## src/rtl/mux_pkg.sv

```systemverilog
// Shared constants and state encoding for the 9:1 word-mux scan sequencer.
package mux_pkg;

    localparam int unsigned WIDTH  = 16;
    localparam int unsigned NUM_CH = 9;
    localparam int unsigned SEL_W  = 4;

    typedef enum logic [1:0] {
        IDLE   = 2'd0,
        SELECT = 2'd1,
        HOLD   = 2'd2
    } state_t;

endpackage

```

## src/rtl/mux9_scan_ctrl_if.sv

```systemverilog
// Captured-word output stream: tagged data with valid/ready handshake.
interface mux9_scan_ctrl_if;
    import mux_pkg::*;

    logic [WIDTH-1:0] out_data;
    logic [SEL_W-1:0] out_ch;
    logic             out_valid;
    logic             out_ready;

    modport master (output out_data, output out_ch, output out_valid, input out_ready);
    modport slave  (input out_data, input out_ch, input out_valid, output out_ready);

endinterface

```

## src/rtl/mux9_next_ch.sv

```systemverilog
// Combinational channel search: lowest enabled channel and next enabled channel above cur.
module mux9_next_ch
    import mux_pkg::*;
(
    input  logic [NUM_CH-1:0] mask,
    input  logic [SEL_W-1:0]  cur,
    output logic [SEL_W-1:0]  next_c,
    output logic              has_next_c,
    output logic [SEL_W-1:0]  low_c,
    output logic              any_c
);

    // Descending walk so the last hit is the lowest qualifying index.
    always_comb begin
        next_c     = '0;
        has_next_c = 1'b0;
        low_c      = '0;
        for (int i = NUM_CH - 1; i >= 0; i--) begin
            if (mask[i]) begin
                low_c = SEL_W'(i);
            end
            if (mask[i] && (SEL_W'(i) > cur)) begin
                next_c     = SEL_W'(i);
                has_next_c = 1'b1;
            end
        end
    end

    assign any_c = |mask;

endmodule

```

## src/rtl/mux9_scan_ctrl.sv

```systemverilog
// Scan sequencer around a 9:1 word mux: steps sel over enabled channels and
// streams each captured word out tagged with its channel number.
module mux9_scan_ctrl
    import mux_pkg::*;
(
    input  logic                 clk,
    input  logic                 rst_n,
    input  logic                 start,
    input  logic                 abort,
    input  logic                 continuous,
    input  logic [NUM_CH-1:0]    ch_mask,
    output logic [SEL_W-1:0]     sel,
    input  logic [WIDTH-1:0]     mux_y,
    output logic                 busy,
    output logic                 done,
    mux9_scan_ctrl_if.master     out_if
);

    state_t            state;
    logic [NUM_CH-1:0] mask_q;
    logic [WIDTH-1:0]  data_q;
    logic [SEL_W-1:0]  ch_q;
    logic              valid_q;

    logic [NUM_CH-1:0] search_mask_c;
    logic [SEL_W-1:0]  next_c;
    logic              has_next_c;
    logic [SEL_W-1:0]  low_c;
    logic              any_c;

    // In IDLE the incoming mask decides the first channel; afterwards only the latched copy counts.
    assign search_mask_c = (state == IDLE) ? ch_mask : mask_q;

    mux9_next_ch u_next_ch (
        .mask       (search_mask_c),
        .cur        (sel),
        .next_c     (next_c),
        .has_next_c (has_next_c),
        .low_c      (low_c),
        .any_c      (any_c)
    );

    assign out_if.out_data  = data_q;
    assign out_if.out_ch    = ch_q;
    assign out_if.out_valid = valid_q;

    always_ff @(posedge clk or negedge rst_n) begin
        if (!rst_n) begin
            state   <= IDLE;
            mask_q  <= '0;
            sel     <= '0;
            data_q  <= '0;
            ch_q    <= '0;
            valid_q <= 1'b0;
            busy    <= 1'b0;
            done    <= 1'b0;
        end else begin
            done <= 1'b0;
            if (abort) begin
                state   <= IDLE;
                sel     <= '0;
                valid_q <= 1'b0;
                busy    <= 1'b0;
            end else begin
                case (state)
                    IDLE: begin
                        if (start) begin
                            mask_q <= ch_mask;
                            if (any_c) begin
                                sel   <= low_c;
                                busy  <= 1'b1;
                                state <= SELECT;
                            end else begin
                                done <= 1'b1;
                            end
                        end
                    end
                    SELECT: begin
                        data_q  <= mux_y;
                        ch_q    <= sel;
                        valid_q <= 1'b1;
                        state   <= HOLD;
                    end
                    HOLD: begin
                        if (valid_q && out_if.out_ready) begin
                            valid_q <= 1'b0;
                            if (has_next_c) begin
                                sel   <= next_c;
                                state <= SELECT;
                            end else begin
                                done <= 1'b1;
                                if (continuous) begin
                                    sel   <= low_c;
                                    state <= SELECT;
                                end else begin
                                    busy  <= 1'b0;
                                    state <= IDLE;
                                end
                            end
                        end
                    end
                    default: state <= IDLE;
                endcase
            end
        end
    end

endmodule
```

## src/flat_wrapper.sv

```systemverilog
// flat-port wrapper written by rule: the top's interface ports become plain ports
module mux9_scan_ctrl_flat import mux_pkg::*;
  (clk, rst_n, start, abort, continuous, ch_mask, sel, mux_y, busy, done, out_if_out_data, out_if_out_ch, out_if_out_valid, out_if_out_ready);
  mux9_scan_ctrl_if out_if_i ();
  input  logic clk;
  input  logic rst_n;
  input  logic start;
  input  logic abort;
  input  logic continuous;
  input  logic [NUM_CH-1:0] ch_mask;
  output logic [SEL_W-1:0] sel;
  input  logic [WIDTH-1:0] mux_y;
  output logic busy;
  output logic done;
  output wire logic [$bits(out_if_i.out_data)-1:0] out_if_out_data;
  output wire logic [$bits(out_if_i.out_ch)-1:0] out_if_out_ch;
  output wire logic [$bits(out_if_i.out_valid)-1:0] out_if_out_valid;
  input wire logic [$bits(out_if_i.out_ready)-1:0] out_if_out_ready;
  assign out_if_out_data = out_if_i.out_data;
  assign out_if_out_ch = out_if_i.out_ch;
  assign out_if_out_valid = out_if_i.out_valid;
  assign out_if_i.out_ready = out_if_out_ready;
  mux9_scan_ctrl u_core (.clk(clk), .rst_n(rst_n), .start(start), .abort(abort), .continuous(continuous), .ch_mask(ch_mask), .sel(sel), .mux_y(mux_y), .busy(busy), .done(done), .out_if(out_if_i));
endmodule
```

## config.mk

```make
export PLATFORM = sky130hd
export DESIGN_NAME = mux9_scan_ctrl_flat
export DESIGN_NICKNAME = d
export VERILOG_FILES = /design/src/rtl/mux_pkg.sv /design/src/rtl/mux9_scan_ctrl_if.sv /design/src/rtl/mux9_next_ch.sv /design/src/rtl/mux9_scan_ctrl.sv /design/src/flat_wrapper.sv
export SDC_FILE = /design/constraint.sdc
export NUM_CORES = 1
export LEC_CHECK = 0
export CORE_MARGIN = 8
export CORE_UTILIZATION = 43
export DETAILED_ROUTE_END_ITERATION = 10
export PLACE_DENSITY = 0.76
export SLEW_MARGIN = 20
export SYNTH_ARGS = -nofsm -noshare
export SYNTH_HDL_FRONTEND = slang
export SYNTH_SLANG_ARGS = --single-unit
export TNS_END_PERCENT = 10
```

## constraint.sdc

```tcl
create_clock -name clk -period 2.2 [get_ports clk]
set_input_delay 0.44 -clock clk [delete_from_list [all_inputs] [get_ports clk]]
set_output_delay 0.44 -clock clk [all_outputs]
set_load 0.1 [all_outputs]
```

==> qor.yml <==
outcome:
  status: "complete, but fails checks"
  violations: "setup timing"
synthesis:
  synth_top_area_share_pct: 45.35
  ys_ff_latch: 38
  ys.flop_type: "dfrtp_1"
  async_flop_share_pct: 100.0
  synth_compound_area_share_pct: 16.83
  yosysSeqAreaShare_pct: 45.35
  synth_top_family_by_area: "multiplexers"
  synth.area.mux_share_pct: 18.38
  synthTopCellsByArea: "dfrtp_1 45%, mux2_2 15%, nor2_1 3.0%, a21oi_1 2.4%, mux2i_1 1.9%"
  synth_cell_types: 50
  synth.avg_cell_area_um2: 11.15
  yosys.area_share.simple_pct: 15.33
  yosys.area.top_type: "dfrtp_1"
  yosys_warnings: 0
  netlist_area_um2: 2097
  synthAdderAreaFrac_pct: 0
  synth_cells: 188
  synth_nets: 219
  synth_xor_xnor_area_share_pct: 0
  synth-edff-count: 0
sta:
  timing.final.crit_share_pct: 102.1
  finalCriticalPeriod_ps: 2246
  finClkSkew_ps: 9.896
  max_freq_mhz: 445.2
  setup_ws_ps: -46.19
  final_max_slew_viol_count: 0
  worst_pin_slew_ps: 594.4
  rsz0062_at_grt: "yes"
  relSlewSlack_pct: 59.35
  hold_violations: 0
  finalSetupViolations: 2
placement:
  dpl.hpwl_um: 4417
  dp.cells: 342
  placed_cell_area_um2: 2920
  port_buffers: 57
  gp_routability_congestion: 0.9084
flow_run:
  maxCapViolCount: 0
routing:
  post_drt_wl_per_cell_um: 16.35
  drt_iter0_markers: 118
  dr.pass1.iters: 5
  viasPerCell: 5.252
  postRouteWirelength_um: 5773
  vias: 1854
  drtAntennaViolNets: 0
  drc: 0
final_layout:
  layoutNonFillerInstCount: 353
  drive_above_1_share_pct: 48.95
  area_growth_pct: 48.63
  stdcell_area_um2: 3117
  fin_nets: 316
  diodes: 0
power_and_ir_drop:
  p_int_mw: 1.714
  seq_power_share_pct: 30.1
  leakagePower_nw: 1.379
  power_switching_mw: 1.517
  clkPwrFrac_pct: 19.3
  combPwrFrac_pct: 50.6
  peakVddDrop_uv: 660.8
  swShare_pct: 46.94
  power_density_nw_per_um2: 1037
worst_setup_path:
  crit_required_ps: 2390
  arrival_ps: 2430
  worstSetupStartpointType: "flip-flop"
  worstPathMaxFanout: 8
  crit_type: "reg -> reg"
  endpoint_kind: "flip-flop"
hold_path:
  min_path_type: "in -> async"
global_route:
  grt_usage_pct: 16.54
  overflow: 0
  grt_pass1_wl_um: 9715
  grt_max_degree: 20
  grt_pass1_vias: 1976
  antenna_found_initial: 0
floorplanning:
  fp-row-count: 25
  pin_count: 58
  die_height_um: 85.84
  die_x_um: 85.84
  core_um2: 4723
  initial_core_util_pct: 44.40
  dieArea_um2: 7368
clock_tree:
  cts.sinks: 38
  cts_htree_levels: 2
  cts_made_buffers: 5
  clock_latency_ps: 290
  cts_tree: "built"
  clockBufferDepth: 2
  cts.clk_slew.worst_paths_ps: 80
  root_buffer: "clkbuf_8"
-- flip-flops by register name (all words and copies together), names as in the netlist --
name	flops
u_core.done	1
u_core.state	2
u_core.mask_q	9
u_core.busy	1
u_core.out_if.out_ch	4
u_core.out_if.out_data	16
u_core.sel	4
u_core.out_if.out_valid	1
-- placed cells by master (no fill, tap or decap), types with 6 or more instances in the layout --
cell type / count
clkdlybuf4s50_1: 27
a21oi_1: 10
nand2_1: 7
clkbuf_8: 6
dfrtp_1: 32
mux2_2: 28
nor2_1: 16
buf_4: 70
-- through the flow --
step	setup TNS, ps	utilization (%)	hold slack, ps	setup WS, ps	power, mW
after floorplan	0	-	144.4	2.644	2.145
after global placement	-2634	61.83	402.3	-423.0	2.569
after detailed placement	-2912	61.83	409.4	-476.6	2.590
after CTS	-95.41	65.30	85.01	-48.52	3.239
after global routing	-413.4	65.99	108.2	-102.0	3.365
final	-91.33	65.99	68.70	-46.19	3.231
-- per-layer routing --
| metal | vias to the layer above | global-route usage, % | part of all wire (%) |
|---|---|---|---|
| li1 | 896 | - | - |
| met1 | 907 | 20.57 | 43 |
| met2 | 45 | 27.72 | 51 |
| met3 | 6 | 3.343 | 4.5 |
| met4 | 0 | 5.732 | 1.6 |
| met5 | - | 0 | 0 |
-- power groups by stage --
stage / Combinational, mW / Sequential [mW] / Clock (mW)
global route: 1.70 / 0.993 / 0.672
floorplan: 0.378 / 1.77 / 0
finish: 1.63 / 0.972 / 0.625
CTS: 1.63 / 0.970 / 0.640
global placement: 1.60 / 0.971 / 0
detailed placement: 1.61 / 0.978 / 0
-- Yosys cell counts, drive strengths merged (3+ instances only) --
cell type and n:
dfrtp 38, mux2 30, nor2 19, a21oi 11, nand2 8, o21ai 8
clkbuf 6, nor4 6, a31oi 5, a211oi 4, buf 4, inv 4
mux2i 4, nand2b 4, or2 4, nor3 3
-- cell type report --
class                           instances  area [um2]
Fill cell                             378        1607
Clock buffer                            7       86.33
Sequential cell                        38       965.9
Inverter                                4       15.01
Multi-Input combinational cell        136        1117
Timing Repair Buffer                  100       818.3
Clock inverter                          1       30.03
Tap cell                               67       83.83
-- kinds of logic (layout without fill, tap and decap cells) --
kind of cell | count (synthesis) | after routing
AOI/OAI and AO/OA | 47 | 47
buffers and inverters | 14 | 112
DFF | 38 | 38
muxes | 34 | 34
and+or+nand+nor | 55 | 55
-- path summary, 6_finish.rpt --
check,from,endpoint,slack (ps),depth (start not counted)
hold reg to reg,u_core.out_if.out_ch[2],u_core.out_if.out_ch[2],510,1
setup reg to reg,u_core.state[1],u_core.sel[2],-50,8
min in group clk,u_core.out_if.out_ch[2],u_core.out_if.out_ch[2],510,1
hold / removal,rst_n,u_core.mask_q[3],70,1
max in group asynchronous,rst_n,u_core.state[1],1600,2
setup / recovery,u_core.state[1],u_core.sel[2],-50,8
-- critical path, cell delays in order, from the launching register on --
cell and delay [ps]:
dfrtp_2 490, buf_4 170, nor2_4 170, mux2i_2 270
a2bb2oi_2 240, nand4_4 140, o221a_4 260, nor2_4 110
mux2_4 300
-- repair_timing --
item,CTS,global route
resized for setup,11,9
hold buffers,0,0
pin swaps,6,7
endpoints found under the setup margin,7,7
setup buffers,2,1
cloned,0,0
(Power assumes the default switching activity.)
